### src/rtl/msrv32_dmem_access_ctrl.sv
// msrv32_dmem_access_ctrl: runs one data-memory load/store transaction at a time, aligning data and stalling the pipeline.
module msrv32_dmem_access_ctrl #(
  parameter int TIMEOUT = 16
) (
  input  logic        clk_in,
  input  logic        reset_in,
  input  logic        ld_req_in,
  input  logic        st_req_in,
  input  logic [31:0] iadder_in,
  input  logic [31:0] rs2_in,
  input  logic [1:0]  load_size_in,
  input  logic        load_unsigned_in,
  output logic        dmem_req_out,
  output logic        dmem_we_out,
  output logic [31:0] dmem_addr_out,
  output logic [31:0] dmem_wdata_out,
  output logic [3:0]  dmem_wmask_out,
  input  logic        dmem_ready_in,
  input  logic        dmem_rvalid_in,
  input  logic [31:0] dmem_rdata_in,
  output logic [31:0] load_data_out,
  output logic        load_valid_out,
  output logic        store_done_out,
  output logic        stall_out,
  output logic        misaligned_out,
  output logic        bus_err_out
);
  typedef enum logic [1:0] {IDLE, REQ, WAIT_RESP, DONE} state_t;
  localparam logic [31:0] TMAX = 32'(TIMEOUT) - 32'd1;
  state_t state, state_next;
  logic [31:0] addr_q, rs2_q, cnt, wdata, shifted, ld_val;
  logic [1:0] size_q;
  logic [3:0] wmask;
  logic uns_q, st_q, req_any, mis, accept, busy, hs, tmo;
  always_comb begin
    req_any = ld_req_in | st_req_in;
    mis = (load_size_in == 2'b01 && iadder_in[0]) || (load_size_in[1] && iadder_in[1:0] != 2'b00);
    accept = state == IDLE && req_any && !mis;
    busy = state == REQ || state == WAIT_RESP;
    hs = state == REQ ? dmem_ready_in : (state == WAIT_RESP) && dmem_rvalid_in;
    tmo = (TIMEOUT != 0) && busy && !hs && cnt == TMAX;
    state_next = accept ? REQ :
                 (state == REQ && hs) ? (st_q ? DONE : WAIT_RESP) :
                 (state == WAIT_RESP && hs) ? DONE :
                 (tmo || state == DONE) ? IDLE : state;
    wdata = size_q == 2'b00 ? {4{rs2_q[7:0]}} : size_q == 2'b01 ? {2{rs2_q[15:0]}} : rs2_q;
    wmask = size_q == 2'b00 ? 4'b0001 << addr_q[1:0] : size_q == 2'b01 ? 4'b0011 << addr_q[1:0] : 4'b1111;
    shifted = dmem_rdata_in >> {addr_q[1:0], 3'b000};
    ld_val = size_q == 2'b00 ? {{24{~uns_q & shifted[7]}}, shifted[7:0]} :
             size_q == 2'b01 ? {{16{~uns_q & shifted[15]}}, shifted[15:0]} : shifted;
    // Bus outputs are decoded from state so an async reset drops them at once.
    dmem_req_out = state == REQ;
    dmem_we_out = state == REQ && st_q;
    dmem_addr_out = state == REQ ? {addr_q[31:2], 2'b00} : 32'd0;
    dmem_wdata_out = dmem_we_out ? wdata : 32'd0;
    dmem_wmask_out = dmem_we_out ? wmask : 4'b0000;
    load_valid_out = state == DONE && !st_q;
    store_done_out = state == DONE && st_q;
    stall_out = accept || busy;
  end
  always_ff @(posedge clk_in or posedge reset_in) begin
    if (reset_in) begin
      state <= IDLE;
      cnt <= '0;
      addr_q <= '0;
      rs2_q <= '0;
      size_q <= '0;
      uns_q <= 1'b0;
      st_q <= 1'b0;
      load_data_out <= '0;
      misaligned_out <= 1'b0;
      bus_err_out <= 1'b0;
    end else begin
      state <= state_next;
      cnt <= (state_next != state) ? '0 : busy ? cnt + 32'd1 : '0;
      if (accept) begin
        addr_q <= iadder_in;
        rs2_q <= rs2_in;
        size_q <= load_size_in;
        uns_q <= load_unsigned_in;
        st_q <= st_req_in;
      end
      if (state == WAIT_RESP && hs) load_data_out <= ld_val;
      misaligned_out <= state == IDLE && req_any && mis;
      bus_err_out <= tmo;
    end
  end
endmodule

### config.mk
export PLATFORM = sky130hd
export DESIGN_NAME = msrv32_dmem_access_ctrl
export DESIGN_NICKNAME = d
export VERILOG_FILES = /design/src/rtl/msrv32_dmem_access_ctrl.sv
export SDC_FILE = /design/constraint.sdc
export NUM_CORES = 1
export LEC_CHECK = 0
export CAP_MARGIN = 15
export CORE_MARGIN = 5
export CORE_UTILIZATION = 48
export CTS_CLUSTER_SIZE = 25
export DETAILED_ROUTE_END_ITERATION = 10
export HOLD_SLACK_MARGIN = 0.03
export PLACE_DENSITY_LB_ADDON = 0.08
export SYNTH_ARGS = -nofsm -noshare
export SYNTH_HDL_FRONTEND = slang
export SYNTH_SLANG_ARGS = --single-unit
### constraint.sdc
create_clock -name clk_in -period 5.08 [get_ports clk_in]
set_clock_uncertainty 0.1 [all_clocks]
set_input_delay 0.762 -clock clk_in [delete_from_list [all_inputs] [get_ports clk_in]]
set_output_delay 0.762 -clock clk_in [all_outputs]
set_load 0.05 [all_outputs]
# ---- After elaboration in Yosys (flattened, before gate mapping)
# Index checks and enable logic that the tools add are counted.
# W data, S select, Z words.
dict set report classes {
  add_sub_neg 1
  n_mul 0
  div_mod_pow 0
  order_cmp 0
  eq_ne 7
  n_shift 3
  mux 17
  bitwise 4
  reduce_logical 23
}
# cell count
set ops {}
lappend ops {{$mux W32} 8}
lappend ops {{$add A32 B1 Y32 const B} 1}
lappend ops {{$eq A32 B4 Y1 const B} 1}
lappend ops {{$shr A32 B5 Y32} 1}
lappend ops {{$logic_and A1 B1 Y1} 13}
lappend ops {{$mux W4} 3}
lappend ops {{$mux W2} 4}
lappend ops {{$eq A2 B1 Y1 const B} 3}
lappend ops {{$eq A2 B2 Y1 const B} 2}
lappend ops {{$logic_not A2 Y1} 2}
lappend ops {{$logic_or A1 B1 Y1} 4}
lappend ops {{$shl A1 B2 Y4 const A} 1}
lappend ops {{$shl A2 B2 Y4 const A} 1}
lappend ops {{$logic_not A1 Y1} 3}
lappend ops {{$and A1 B1 Y1} 2}
lappend ops {{$mux W1} 2}
lappend ops {{$ne A2 B2 Y1} 1}
lappend ops {{$reduce_bool A2 Y1} 1}
lappend ops {{$not A1 Y1} 1}
lappend ops {{$or A1 B1 Y1} 1}
dict set report word_totals {
  register_bits 136
  latch_bits 0
  ramBits 0
  mem_bits_ro 0
  out_inout_bits 107
  word_cells 65
  mem_count 0
}

# ---- Longest topological paths before layout
# Gate-level depths: netlist of the first run.
dict set report logic_depth {
  word_depth 13
  mapped_depth 9
}

# ---- Worst setup path after synthesis of the first run
# OpenSTA, ideal clock, no wires.
dict set report synth_timing {
  kind {flip-flop to output port}
  startpoint {register state[1]}
  endpoint {output dmem_wdata_out[16]}
  arrival_time_ns 2.316
  path_slack_ns 1.902
  stages_incl_launch_ff 7
  path_buffers 2
  path_cell_list {dfrtp_1 -> inv_1 -> ha_1 -> nand2_1 -> clkbuf_1 -> clkbuf_1 -> nor2_1}
}
dict set report synth_via {
  elab_chain_len 3
}
# element line
set synth_lines {}
lappend synth_lines {{start: declaration} 30} ;# state_t state, state_next;
lappend synth_lines {{start signal: assignment} 74} ;# state <= state_next;
lappend synth_lines {{$eq A2 B1 Y1} --}
lappend synth_lines {{net dmem_req_out} 13} ;# output logic dmem_req_out,
lappend synth_lines {{$logic_and A1 B1 Y1} 53} ;# dmem_we_out = state == REQ && st_q;
lappend synth_lines {{$mux W32} 55} ;# dmem_wdata_out = dmem_we_out ? wdata : 32'd0;
lappend synth_lines {{end: declaration} 16} ;# output logic [31:0] dmem_wdata_out,
# The timed path passes the listed nets, and every way through them passes these cells.

# ---- Worst setup path after layout of the first run
dict set report layout_timing {
  startpoint {register state[1]}
  endpoint {output dmem_wdata_out[8]}
}
dict set report layout_via {
  elab_chain_len 3
}
# element line
set layout_lines {}
lappend layout_lines {{$eq A2 B1 Y1} 53}
lappend layout_lines {{$logic_and A1 B1 Y1} 53}
lappend layout_lines {{$mux W32} 55}
# No other way between the ends.

==> results.txt, run 1 <==
Slowest cell on crit path -> clkdlybuf4s50_1
leakage -> 4.535 nW
Total Die Area -> 17840 um^2
post-cts sizing count -> 0
GRT Residual Overflow -> 0
postcts setup bufs -> 0
largest net degree at the start of global routing -> 77
Layout area overhead -> 37.95%
asr flop ratio synth -> 1.000
I/O pin count -> 212
worst setup path category -> reg -> out
sequential cell area fraction in the yosys report -> 0.4643
H-tree Lvls -> 4
IO buf count -> 209
switching power total -> 2.909 mW
Hold Crit Class -> reg -> reg
ys flop type -> dfrtp_1
Critical Path Stages -> 5
busiest grt layer -> met2
final cycle utilization of the critical path -> 0.7641
# setup viols final -> 0
setup_tns -> 0 ns
CTS max path bufs -> 2
Mapped Cells -> 843
met1 Use GR -> 0.2964
Starting Density -> 0.4857
Power Internal -> 3.430 mW
drt wl/cell -> 16.63 um
FF-to-FF path depth -> 8
cts hold-fix bufs -> 0
Yosys top cell area share -> 0.4643
CP arrival -> 3.02 ns
register clock-pin slew on the reported worst setup and hold paths -> 0.06 ns
routed wire length -> 20.46 mm
Comb pwr share -> 0.514
initial antenna violation count -> 1
worst hold stages -> 2
main area contributors after synthesis -> dfrtp_1, nand2_1, mux2i_1
CTS tree -> yes
first-pass GRT wire length -> 33.34 mm
Final ANT Viol Nets -> 0
VDD IR max -> 357.2 uV
layout cell share with drive strength beyond 1 -> 0.07877
Unique masters post-synth -> 56
DR vias -> 6440
min Tclk post-route -> 3.882 ns
CP Launch Type -> register
TritonCTS Buffers -> 17
Core Area -> 15090 um^2
met3 Use GR -> 0.07062
post-synth top area cell -> dfrtp_1
#FFs+latches synth -> 136
Die H -> 133.6 um
DRC violations left -> 0
clk sink count -> 136
Fin. Hold Viols -> 0
slew margin rel. -> 0.3281
Net Sw Frac -> 0.4589
max_cap viols -> 0
Worst-Margin Slew -> 1.006 ns
syn_area_per_cell -> 8.695 um^2
RSZ-0062 raised after global routing -> no
cell with the most instances after synthesis -> nand2_1
total track usage -> 0.2325
Crit. End Element -> primary output
Largest delay share family, worst path -> buffers and inverters
Multi-input gate area -> 3622 um^2
CTS Root Cell -> clkbuf_16
Chip Width -> 133.6 um
Post-synth top cells -> nand2_1, dfrtp_1, nor2_1
Seq. cell area -> 3403 um^2
Pwr Density -> 627.0 nW/um^2
Skew-Pair Late Insertion Delay -> 0.41 ns
M2 GR Usage -> 0.3722
EDFF count, synth -> 0
status -> finished, final reports clean
DRT Pass-1 Iters -> 5
crit path cell chain -> inv_1, ha_1, nand2_1, a21oi_1, clkdlybuf4s50_1
cell row count -> 45
Total Nets Final -> 1142
Clock Power Share -> 0.207
Routability Congestion -> 0.8593
Design Power -> 6.340 mW
Max stage delay on crit path -> 0.86 ns
detailed placer's ending HPWL -> 14.06 mm
Flop pwr share -> 0.278
Via-to-Cell Ratio -> 5.236
CP Max Fanout -> 29
Mapped Area -> 7330 um^2
Critical path buffers and inverters -> 2
CP required -> 4.22 ns
count of final max-slew check failures -> 0
Iteration-0 DRC Markers -> 415
vias in the first global route -> 6487
Fmax -> 257.6 MHz
Yosys warning count -> 0
Fillers -> 1255
[worst reg2reg max path, stage by stage, from the launching register on]
cell and delay, ns:
dfrtp_1 0.47, inv_1 0.12, ha_1 0.21, nand2_1 0.73, inv_1 0.17, a21oi_1 0.24, nand4_1 0.18, a21oi_4 0.86
nor3_1 0.22
[worst paths after layout]
| kind | start | slack, ns | endpoint |
|---|---|---|---|
| max reg2reg | state[1] | 1.62 | cnt[4] |
| min in group asynchronous | reset_in | 0.72 | cnt[14] |
| min reg2reg | addr_q[25] | 0.36 | addr_q[25] |
| min | addr_q[25] | 0.36 | addr_q[25] |
| max in group asynchronous | reset_in | 3.24 | rs2_q[28] |
| max | state[1] | 1.20 | dmem_wdata_out[8] |
[power groups by stage]
stage	Clock (mW)	Combinational, mW	Sequential, mW
2_1_floorplan	0	1.90	2.14
3_5_place_dp	0	3.27	1.78
4_1_cts	1.34	3.29	1.76
5_1_grt	1.39	3.52	1.82
6_report	1.32	3.26	1.76
3_3_place_gp	0	3.25	1.77
[metrics by stage]
| step | hold WS (ns) | cell area (um^2) | util | cells | worst slack [ns] |
|---|---|---|---|---|---|
| after floorplan | 0.3374 | 7333 | - | 844 | 0.5785 |
| after global placement | 0.3491 | 9478 | 0.6281 | 1197 | 1.367 |
| after detailed placement | 0.3539 | 9478 | 0.6281 | 1197 | 1.321 |
| after CTS | 0.3688 | 10110 | 0.6699 | 1229 | 1.173 |
| after global routing | 0.3788 | 10110 | 0.6701 | 1230 | 0.9898 |
| final | 0.3622 | 10110 | 0.6701 | 1230 | 1.198 |
[cell type report]
type | count | share of cell area
timing repair buffer | 220 | 0.2151
sequential | 136 | 0.3366
clock inverter | 11 | 0.01683
multi-input combinational | 643 | 0.3582
inverter | 10 | 0.004207
antenna | 1 | 0.0002475
tap | 188 | 0.02326
clock buffer | 21 | 0.04554
[cell families (layout without fill, tap and decap cells)]
group,count (synthesis),after routing,synth area share
xor gates and xnor gates,30,30,0.03585
other,1,3,0.0005116
buffers and inverters,65,262,0.04285
and+or+nand+nor,481,481,0.3143
muxes,41,41,0.05736
AOI/OAI and AO/OA,80,80,0.06948
adders and majority gates,9,9,0.01536
DFF,136,136,0.4643
[registers in the layout, summed over array words and instances, names as in the netlist]
| signal | cells |
|---|---|
| addr_q | 32 |
| bus_err_out | 1 |
| cnt | 32 |
| load_data_out | 32 |
| misaligned_out | 1 |
| rs2_q | 32 |
| size_q | 2 |
| st_q | 1 |
| state | 2 |
| uns_q | 1 |
[cells in the final DEF (no fill, tap or decap), types with 6 or more instances in the layout]
cell / instances
nand4_1: 9
nand2_1: 275
o21ai_0: 13
inv_1: 9
o22a_1: 8
clkbuf_16: 17
a21oi_1: 36
xnor2_1: 22
and3_1: 14
ha_1: 9
mux2_2: 8
and2_1: 32
clkdlybuf4s50_1: 209
nor2b_1: 6
nor2_1: 63
nor3_2: 12
o211ai_1: 7
dfrtp_1: 136
nor3_1: 26
nand3_1: 9
xor2_1: 8
mux2i_1: 33
buf_4: 11
nor4_1: 10
[per-layer routing]
metal  vias to the layer above  wire length, um
met2                       191             9694
met5                         -                0
met3                        40             1346
li1                       3174                -
met1                      3035             8817
met4                         0              599
Note: power is estimated with default switching activity, not from simulation.
==> run 2: changes to the inputs <==
- clock period: 5.08 -> 3.91 ns (I/O delays scaled with it)
==> run 2 against run 1 <==
Against the previous run: via count down 0.68%; wire length about the same; clock-buffer cell count down 3; clock power up 25%; sequential cell count unchanged; core utilization up 1.9 points; setup slack worse by 0.84 ns; cell count up 0.16%; hold slack better by 0.0019 ns; die area unchanged; first-iteration DRC count down 3.9%; combinational power up 32%; largest cell class unchanged; largest power group unchanged; highest routed layer unchanged.
==> results.txt, run 2 (same netlist as run 1, synthesis figures left out) <==
DRT Pass-1 Iters -> 5 (unchanged)
cell area after layout -> 10400 um^2 (+2.8%)
pre-CTS WS -> 0.7741 ns (-0.5465 ns)
placed cells -> 1199 (+0.17%)
RSZ-0062 raised after global routing -> no
Layout area overhead -> 41.86%
IO buf count -> 209 (unchanged)
TritonCTS Buffers -> 17 (unchanged)
detailed placer's ending HPWL -> 14.36 mm (+2.2%)
Hold Crit Class -> reg -> reg
CP Launch Type -> register
final cycle utilization of the critical path -> 0.9086
Core Area -> 15090 um^2 (unchanged)
Skew-Pair Late Insertion Delay -> 0.43 ns (+0.02 ns)
min Tclk post-route -> 3.552 ns
CTS max path bufs -> 2 (unchanged)
GRT Residual Overflow -> 0 (unchanged)
Crit. End Element -> primary output
commonest non-fill, non-tap cell in the layout -> nand2_1
commonest non-fill, non-tap cells in the layout -> nand2_1, clkdlybuf4s50_1, dfrtp_1, nor2_1, a21oi_1
setup_tns -> 0 ns (unchanged)
Non-Filler Instances -> 1232 (+0.16%)
Iteration-0 DRC Markers -> 399 (-3.9%)
setup slack after layout -> 0.3575 ns (-0.8407 ns)
Final ANT Viol Nets -> 0 (unchanged)
worst setup path category -> reg -> out
Chip Width -> 133.6 um (unchanged)
count of final max-slew check failures -> 0 (unchanged)
Via-to-Cell Ratio -> 5.192 (-0.84%)
Die H -> 133.6 um (unchanged)
layout cell share with drive strength beyond 1 -> 0.1103 (+0.03149)
leakage -> 4.679 nW (+3.2%)
CP required -> 3.22 ns (-1.00 ns)
status -> finished, final reports clean
VDD IR max -> 422.1 uV (+18%)
initial antenna violation count -> 0 (-1)
cts hold-fix bufs -> 0 (unchanged)
Total Nets Final -> 1144 (+0.18%)
post-cts sizing count -> 0 (unchanged)
drt wl/cell -> 16.61 um (-0.15%)
vias in the first global route -> 6310 (-2.7%)
CP Max Fanout -> 25 (-14%)
max_cap viols -> 0 (unchanged)
CP arrival -> 2.87 ns (-0.15 ns)
Routability Congestion -> 0.8508 (-0.99%)
postcts setup bufs -> 0 (unchanged)
total track usage -> 0.2289 (-0.003521)
routed wire length -> 20.46 mm (about the same)
Fin. Hold Viols -> 0 (unchanged)
Pwr Density -> 799.8 nW/um^2 (+28%)
first-pass GRT wire length -> 32.95 mm (-1.2%)
DR vias -> 6396 (-0.68%)
hold_ws -> 0.3641 ns (+0.001906 ns)
Starting Density -> 0.4857 (unchanged)
CTS Root Cell -> clkbuf_16
clk sink count -> 136 (unchanged)
slew margin rel. -> 0.4620 (+0.1339)
# setup viols final -> 0 (unchanged)
cell row count -> 45 (unchanged)
CTS tree -> yes
Fmax -> 281.5 MHz
register clock-pin slew on the reported worst setup and hold paths -> 0.06 ns (about the same)
Post-DP Area -> 9792 um^2 (+3.3%)
Total Die Area -> 17840 um^2 (unchanged)
I/O pin count -> 212 (unchanged)
Worst-Margin Slew -> 0.8033 ns (-0.2023 ns)
DRC violations left -> 0 (unchanged)
H-tree Lvls -> 4 (unchanged)
largest net degree at the start of global routing -> 137 (+78%)
==> run 2: cell types whose count changed in the layout (fill, tap and decap cells not counted) <==
cell | previous run | this run
clkinv_4 | 1 | 5
clkbuf_1 | 2 | 1
buf_4 | 11 | 13
clkinvlp_4 | 3 | 2
clkinv_2 | 2 | 3
bufinv_16 | 4 | 3
clkbuf_8 | 2 | 0
clkdlybuf4s50_1 | 209 | 179
buf_12 | 0 | 30
==> run 2: where the power goes <==
part	total, mW	switching, mW	leakage, nW	internal, mW
clock	1.65	0.639	0.295	1.01
sequential	2.36	0.444	1.73	1.92
combinational	4.31	2.75	2.66	1.56
total	8.32	3.83	4.68	4.48
==> run 2: worst max-delay path: stages (launching register included) <==
cell             delay, ns
dfrtp_1               0.45
inv_1                 0.12
ha_1                  0.54
buf_4                 0.34
and3_1                0.18
clkdlybuf4s50_1       0.80
==> run 2: metrics by stage <==
| stage | utilization | power (mW) |
|---|---|---|
| 2_1_floorplan | - | 5.242 |
| 3_3_place_gp | 0.6489 | 6.651 |
| 3_5_place_dp | 0.6489 | 6.702 |
| 4_1_cts | 0.6889 | 8.376 |
| 5_1_grt | 0.6889 | 8.808 |
| 6_report | 0.6891 | 8.316 |
==> run 2: path summary, 6_finish.rpt <==
check	from	endpoint	slack, ns	cells past startpoint
worst max register to register	state[1]	cnt[13]	0.89	10
worst max-delay path	state[1]	dmem_wdata_out[5]	0.36	5
worst min register to register	addr_q[29]	addr_q[29]	0.36	2
max in group asynchronous	reset_in	state[1]	2.55	3
worst min-delay path	addr_q[29]	addr_q[29]	0.36	2
min in group asynchronous	reset_in	load_data_out[0]	0.65	3
==> run 2: final cells by class <==
type | instances | area, um^2
inverters | 10 | 41.29
repair buffers | 222 | 2490
well taps | 188 | 235.2
flip-flops and latches | 136 | 3403
clock inverters | 14 | 173.9
clock buffers | 18 | 429.2
diodes | 1 | 2.502
fillers | 1214 | 4692
multi-input cells | 643 | 3622
==> run 2: layer usage <==
metal	part of all wire	global-route usage	wire [um]
met5	0	0	0
met4	0.023	0.08000	469
met3	0.057	0.06647	1162
met2	0.47	0.3637	9708
met1	0.45	0.3006	9119
